`config.mk`:
```
export PLATFORM = sky130hd
export DESIGN_NAME = regfile_wb_ctrl
export DESIGN_NICKNAME = d
export VERILOG_FILES = /design/src/rtl/regfile_wb_ctrl_pkg.sv /design/src/rtl/regfile_wb_ctrl_mem_timer.sv /design/src/rtl/regfile_wb_ctrl.sv
export SDC_FILE = /design/constraint.sdc
export NUM_CORES = 1
export LEC_CHECK = 0
export BUFFER_PORTS_ARGS = -buffer_cell sky130_fd_sc_hd__clkbuf_2
export CAP_MARGIN = 10
export CORE_ASPECT_RATIO = 1.1
export CORE_UTILIZATION = 49
export DETAILED_ROUTE_END_ITERATION = 10
export GPL_TIMING_DRIVEN = 0
export HOLD_SLACK_MARGIN = 0.02
export PLACE_DENSITY = 0.84
export SYNTH_ARGS = -nofsm -noshare
export SYNTH_HDL_FRONTEND = slang
export SYNTH_HIERARCHICAL = 1
export SYNTH_SLANG_ARGS = --single-unit
```
`constraint.sdc`:
```
create_clock -name clk -period 4.3 [get_ports clk]
set_clock_uncertainty 0.1 [all_clocks]
set_input_delay 0.645 -clock clk [delete_from_list [all_inputs] [get_ports clk]]
set_output_delay 0.645 -clock clk [all_outputs]
set_load 0.02 [all_outputs]
```
`src/rtl/regfile_wb_ctrl_pkg.sv`:
```
// Shared types for the register-file write-back sequencer: FSM states,
// instruction classes and the opcode class decode.
package regfile_wb_ctrl_pkg;

  typedef enum logic [1:0] {
    WB_IDLE = 2'd0,
    WB_EXEC = 2'd1,
    WB_MEM  = 2'd2,
    WB_WB   = 2'd3
  } wb_state_e;

  typedef enum logic [1:0] {
    CLS_ALU   = 2'd0,
    CLS_LOAD  = 2'd1,
    CLS_STORE = 2'd2
  } wb_class_e;

  // Same pattern match as the regfile write-data mux; op2 is a don't-care for LD/ST.
  function automatic wb_class_e decode_class(input logic [7:0] op1,
                                             input logic [1:0] op2,
                                             input logic [2:0] op3);
    wb_class_e cls;
    cls = CLS_ALU;
    casez ({op1, op2, op3})
      13'b0000_0011_??_010: cls = CLS_LOAD;
      13'b0010_0011_??_010: cls = CLS_STORE;
      default:              cls = CLS_ALU;
    endcase
    return cls;
  endfunction

endpackage

```
`src/rtl/regfile_wb_ctrl_mem_timer.sv`:
```
// MEM-state wait counter: cleared outside MEM, flags the final allowed cycle.
module wb_mem_timer #(
  parameter int unsigned TIMEOUT = 16
) (
  input  logic clk,
  input  logic rst,
  input  logic clr,
  input  logic en,
  output logic expire
);

  localparam int unsigned CNT_W = (TIMEOUT == 0) ? 1 : $clog2(TIMEOUT + 1);
  localparam logic [CNT_W-1:0] LAST = (TIMEOUT == 0) ? '0 : CNT_W'(TIMEOUT - 1);

  logic [CNT_W-1:0] cnt_q;
  logic [CNT_W-1:0] cnt_d;

  always_comb begin
    cnt_d = cnt_q;
    if (clr) begin
      cnt_d = '0;
    end else if (en) begin
      cnt_d = cnt_q + CNT_W'(1);
    end
  end

  always_ff @(posedge clk) begin
    if (rst) begin
      cnt_q <= '0;
    end else begin
      cnt_q <= cnt_d;
    end
  end

  // A zero timeout never expires, so MEM waits for the ack indefinitely.
  assign expire = (TIMEOUT != 0) && en && (cnt_q == LAST);

endmodule

```
`src/rtl/regfile_wb_ctrl.sv`:
```
// Multi-cycle write-back sequencer: waits for the ALU result, runs the memory
// handshake for LD/ST and issues a single-cycle register-file write.
module regfile_wb_ctrl
  import regfile_wb_ctrl_pkg::*;
#(
  parameter int unsigned REG_ADDR_W  = 5,
  parameter int unsigned MEM_TIMEOUT = 16
) (
  input  logic                  clk,
  input  logic                  rst,
  input  logic                  issue_valid,
  output logic                  issue_ready,
  input  logic [7:0]            op1,
  input  logic [1:0]            op2,
  input  logic [2:0]            op3,
  input  logic [REG_ADDR_W-1:0] rd,
  input  logic                  alu_done,
  output logic                  mem_req,
  output logic                  mem_we,
  input  logic                  mem_ack,
  output logic                  mdr_we,
  output logic                  rf_we,
  output logic [REG_ADDR_W-1:0] rf_waddr,
  output logic                  rf_wsel,
  output logic                  retire,
  output logic                  mem_err
);

  wb_state_e             state_q, state_d;
  wb_class_e             cls_q, cls_d;
  logic [REG_ADDR_W-1:0] rd_q, rd_d;
  logic                  mem_err_q, mem_err_d;
  logic                  tmr_clr;
  logic                  tmr_en;
  logic                  tmr_expire;

  wb_mem_timer #(
    .TIMEOUT(MEM_TIMEOUT)
  ) u_timer (
    .clk   (clk),
    .rst   (rst),
    .clr   (tmr_clr),
    .en    (tmr_en),
    .expire(tmr_expire)
  );

  always_comb begin
    state_d     = state_q;
    cls_d       = cls_q;
    rd_d        = rd_q;
    mem_err_d   = mem_err_q;
    issue_ready = 1'b0;
    mem_req     = 1'b0;
    mem_we      = 1'b0;
    mdr_we      = 1'b0;
    rf_we       = 1'b0;
    rf_waddr    = '0;
    rf_wsel     = 1'b0;
    retire      = 1'b0;
    tmr_en      = 1'b0;
    tmr_clr     = (state_q != WB_MEM);

    unique case (state_q)
      WB_IDLE: begin
        issue_ready = 1'b1;
        if (issue_valid) begin
          cls_d   = decode_class(op1, op2, op3);
          rd_d    = rd;
          state_d = WB_EXEC;
        end
      end
      WB_EXEC: begin
        if (alu_done) begin
          state_d = (cls_q == CLS_ALU) ? WB_WB : WB_MEM;
        end
      end
      WB_MEM: begin
        mem_req = 1'b1;
        mem_we  = (cls_q == CLS_STORE);
        tmr_en  = 1'b1;
        // An ack in the final timeout cycle takes priority over the timeout.
        if (mem_ack) begin
          if (cls_q == CLS_LOAD) begin
            mdr_we  = 1'b1;
            state_d = WB_WB;
          end else begin
            retire  = 1'b1;
            state_d = WB_IDLE;
          end
        end else if (tmr_expire) begin
          mem_err_d = 1'b1;
          state_d   = WB_IDLE;
        end
      end
      WB_WB: begin
        rf_we    = (rd_q != '0);
        rf_waddr = rd_q;
        rf_wsel  = (cls_q == CLS_LOAD);
        retire   = 1'b1;
        state_d  = WB_IDLE;
      end
      default: state_d = WB_IDLE;
    endcase
  end

  always_ff @(posedge clk) begin
    if (rst) begin
      state_q   <= WB_IDLE;
      cls_q     <= CLS_ALU;
      rd_q      <= '0;
      mem_err_q <= 1'b0;
    end else begin
      state_q   <= state_d;
      cls_q     <= cls_d;
      rd_q      <= rd_d;
      mem_err_q <= mem_err_d;
    end
  end

  assign mem_err = mem_err_q;

endmodule

```
* Yosys cells after proc, flatten, opt, wreduce, memory -nomap -nowiden
Index checks and enable logic that the tools add are counted.
W data, S select, Z words.
** Word-level totals
- Memory bits (writable) :: 0
- Bits in latches :: 0
- Register bits :: 15
- Memories :: 0
- Bits of input ports :: 23
- Output and inout bits :: 13
- Word-level logic and storage cells :: 47
- ROM bits :: 0
** Cells by class
- Magnitude comparators :: 0
- Add/subtract/negate cells :: 1
- Multiply operators :: 0
- Mux-type cells :: 20
- Bitwise logic cells :: 1
- Reduce and logical (&&, ||, !) cells :: 8
- Shifts and indexed selects :: 0
- Divide/modulo/power cells :: 0
- Equal/unequal tests :: 12
** Operators with widths (count)
- $eq A11 B5 Y1 const B :: 1
- $eq A11 B9 Y1 const B :: 1
- $mux W1 :: 11
- $mux W2 :: 5
- $pmux W2 S4 :: 1
- $eq A2 B2 Y1 const B :: 3
- $ne A2 B2 Y1 const B :: 3
- $reduce_and A3 Y1 :: 2
- $add A5 B1 Y5 const B :: 1
- $eq A5 B4 Y1 const B :: 1
- $mux W5 :: 1
- $reduce_bool A5 Y1 :: 1
- $eq A2 B1 Y1 const B :: 2
- $logic_not A2 Y1 :: 2
- $pmux W2 S2 :: 1
- $ne A3 B3 Y1 const B :: 1
- $pmux W1 S2 :: 1
- $reduce_and A2 Y1 :: 1
- $reduce_or A2 Y1 :: 1
- $logic_and A1 B1 Y1 :: 1
- $not A1 Y1 :: 1

* Longest topological paths before layout
- Word-level depth :: 6
- Gate-level depth with buffers :: 6

* Modules after synthesis
The synthesis kept the hierarchy.
** By module, submodules not included
- regfile_wb_ctrl :: area an instance 553.0 µm², cells each 64, times used 1
- wb_mem_timer :: area an instance 280.3 µm², cells each 24, times used 1

* Worst setup path after synthesis
No wires, ideal clock.
- Path type :: register -> output
- From :: register state_q[1]
- To :: output mem_we
- Slack :: 2355 ps
- Cell stages (with the launch flop) :: 3
- Data arrival time :: 1200 ps
- Cells stage by stage :: dfxtp_1 > nand2b_1 > nor3b_1
** Between the ends
- Word-level cells in the longest chain between the ends :: 2
** Ends and longest elaborated chain
- start, declared :: line regfile_wb_ctrl.sv:29 : wb_state_e state_q, state_d;
- start signal, assigned :: line regfile_wb_ctrl.sv:113 : state_q <= state_d;
- $eq A2 B2 Y1 :: line regfile_wb_ctrl.sv:63 : unique case (state_q)
- $mux W1 :: line regfile_wb_ctrl.sv:63
- end, declared :: line regfile_wb_ctrl.sv:19 : output logic mem_we,
No other way between the ends.

* Worst setup path after layout
- From :: register state_q[1]
- To :: output mdr_we
** Between the ends
- Word-level cells in the longest chain between the ends :: 2
** Ends and longest elaborated chain
- $eq A2 B2 Y1 :: line regfile_wb_ctrl.sv:63
- $mux W1 :: line regfile_wb_ctrl.sv:63
- end, declared :: line regfile_wb_ctrl.sv:21 : output logic mdr_we,
No other way between the ends.

==> flow_metrics.tcl <==
set metrics [dict create \
    whs_ns 0.387 \
    yosys_warnings 6 \
    gr-usage-all-layers 0.204 \
    rsz0062_at_grt "false" \
    synth_xor_xnor_area_share 0.0105 \
    synth_compound_area_frac 0.108 \
    totalWireLength_um 1670 \
    synth.avg_cell_area_sq_um 9.47 \
    grt.overflow.total 0 \
    synth_cells 88 \
    grt_pass1_wl_um 2530 \
    post_synth_mux_area_share 0.0901 \
    insertedDiodeCount 0 \
    synth_ff_type "dfxtp_1" \
    grt_max_degree 11 \
    sequentialPowerShare 0.506 \
    relSlewSlack 0.702 \
    drt-pass1-iter-count 4 \
    finalHoldViolCount 0 \
    synth.net_count 113 \
    end_kind "primary output" \
    design_area_sq_mm 0.00105 \
    setup_slack_ns 2.07 \
    power.switching_w 0.0000872 \
    synth_top_family_by_area "simple AND/OR/NAND/NOR gates" \
    drv_cap 0 \
    cts_sinks 15 \
    ctsResizeCount 0 \
    holdBufCountCts 0 \
    netlist_top_cells_area "dfxtp_1, mux2i_1, nor3_1" \
    setup_viol 0 \
    areaGrowthSynthToFinish_pct 25.5 \
    dp_hpwl_um 1340 \
    maxSlewViolCount 0 \
    post_drt_wl_per_cell_um 11.8 \
    boundaryPins 36 \
    fin_setup_tns_ns 0 \
    cp-start-kind "flop" \
    ir_drop_uv 162 \
    yosys.area_share.simple 0.348 \
    rows 15 \
    clkPwrFrac 0.268 \
    switching_share 0.292 \
    clk-insertion-delay-late_ns 0.27 \
    dp_slack_ns 2.32 \
    max_freq_mhz 448 \
    die_h_um 45.3 \
    syn_area_sq_um 833 \
    status "finished clean" \
    placed_area_sq_mm 0.00102 \
    path_max_fanout 10 \
    vias 771 \
    async_flop_share 0 \
    antenna_found_initial 0 \
    port_buffers 33 \
    synth_top_cell_by_area "dfxtp_1" \
    p_int_w 0.000212 \
    vias_per_cell 5.43 \
    postCtsSetupRepairBufs 0 \
    cts_buffer_depth 2 \
    core-area_sq_mm 0.00158 \
    min_period_ns 2.23 \
    cts_tree "done" \
    yosysTopAreaCellShare 0.360 \
    synthAdderAreaFrac 0.0300 \
    power_w 0.000299 \
    initial_core_util 0.529 \
    ant_nets 0 \
    combPwrFrac 0.225 \
    grt_pass1_vias 663 \
    critPathKind "reg2out" \
    fillCellCount 153 \
    fp.dieW_um 41.3 \
    synth_edf_count 0 \
    htreeDepth 1 \
    cts-root-buf "clkbuf_4" \
    ys_ff_latch 15 \
    cts-buffers-inserted 3 \
    power_density_mw_per_mm2 286 \
    arrival_ns 1.49 \
    nets 151 \
    min_period_over_period 0.519 \
    path_clk_slew_ns 0.09 \
    synth-seq-area-share 0.360 \
    drtIter0Drc 9 \
    leakage_nw 0.504 \
    synth_common_cells "dfxtp_1, nor2_1, nor3_1" \
    place_congestion 0.678 \
    die-area_sq_mm 0.00187 \
    worstMarginPinSlew_ns 0.448 \
    synth.distinct_cells 34 \
    required_ns 3.56 \
    route.detailed.drc 0 \
    final_layout_size_suffix_gt1_frac 0.392 \
    yosysMostFrequentCell "dfxtp_1" \
    min_path_type "reg2reg" \
]
critical path, cell delays in order (launching register included):
cell	delay, ns
dfxtp_1	0.44
nand2b_1	0.29
nor3_2	0.27
clkbuf_2	0.20
sequential cells by signal, indices dropped and copies added, names as in the netlist:
| name | flops |
|---|---|
| mem_err | 1 |
| u_timer/cnt_q | 5 |
| rd_q | 5 |
| state_q | 2 |
| cls_q | 2 |
power by group through the flow:
| stage | Combinational [W] | Clock [W] | Sequential, W |
|---|---|---|---|
| 3_5_place_dp | 0.0000677 | 0 | 0.000154 |
| 3_3_place_gp | 0.0000665 | 0 | 0.000154 |
| 4_1_cts | 0.0000682 | 0.0000837 | 0.000151 |
| 6_report | 0.0000674 | 0.0000802 | 0.000151 |
| 2_1_floorplan | 0.0000469 | 0 | 0.000153 |
| 5_1_grt | 0.0000756 | 0.0000891 | 0.000152 |
per-stage QoR:
stage / instances / util
floorplan: 88 / -
global placement: 138 / 0.647
detailed placement: 138 / 0.647
CTS: 142 / 0.663
global route: 142 / 0.663
finish: 142 / 0.663
cell usage in the layout (no fill, tap or decap):
master     Yosys  routed
a31oi_1        1       1
clkbuf_2       1      34
nor4bb_1       2       2
buf_4          1       1
mux2i_1        6       6
nor4b_1        1       1
nor3_1         9       9
nor4_1         1       1
and3_1         6       6
nand3b_1       1       1
buf_6          1       1
o2bb2ai_1      2       2
mux2_4         1       1
nor3b_1        2       2
and2b_4        1       1
nand2_1        1       1
clkbuf_4       0       3
nor3b_4        1       1
clkbuf_1       0       1
and2_2         1       1
nand2b_1       3       3
nor2_1        11      11
nor3_2         1       1
nor2b_1        1       1
nand4_4        1       1
ha_1           2       2
xnor2_1        1       1
inv_1          4       4
dfxtp_1       15      15
a2111oi_2      1       1
a21bo_1        1       1
a21oi_1        4       4
nand4_2        1       1
o31a_1         1       1
buf_2          1       1
a211oi_2       1       1
final cells by class:
class | count | area (sq um) | share of cell area
Clock buffer | 4 | 26.3 | 0.0251
Timing Repair Buffer | 33 | 165 | 0.158
Sequential cell | 15 | 300 | 0.287
Multi-Input combinational cell | 65 | 489 | 0.468
Inverter | 4 | 15.0 | 0.0144
Buffer | 4 | 28.8 | 0.0275
Tap cell | 17 | 21.3 | 0.0203
final timing paths:
check,from,to,slack [ns],cells past startpoint
min reg2reg,mem_err$_SDFFE_PP0P_,mem_err$_SDFFE_PP0P_,0.39,2
max,state_q[1]$_SDFFE_PP0P_,mdr_we,2.07,3
min,mem_err$_SDFFE_PP0P_,mem_err$_SDFFE_PP0P_,0.39,2
max reg2reg,state_q[0]$_SDFFE_PP0P_,state_q[1]$_SDFFE_PP0P_,2.40,6
per-layer routing:
| layer | part of all wire | global-route usage |
|---|---|---|
| met2 | 0.52 | 0.369 |
| met1 | 0.42 | 0.218 |
| met5 | 0 | 0 |
| met3 | 0.053 | 0.0296 |
| met4 | 0.0078 | 0.0968 |
cells by family after synthesis:
logic type,Yosys count
XOR/XNOR,1
buffers and inverters,8
AND/OR/NAND/NOR,44
multiplexers,7
adder cells (fa/ha/maj),2
flip-flops,15
AO/OA/AOI/OAI,11
Note: power is estimated with default switching activity, not from simulation.
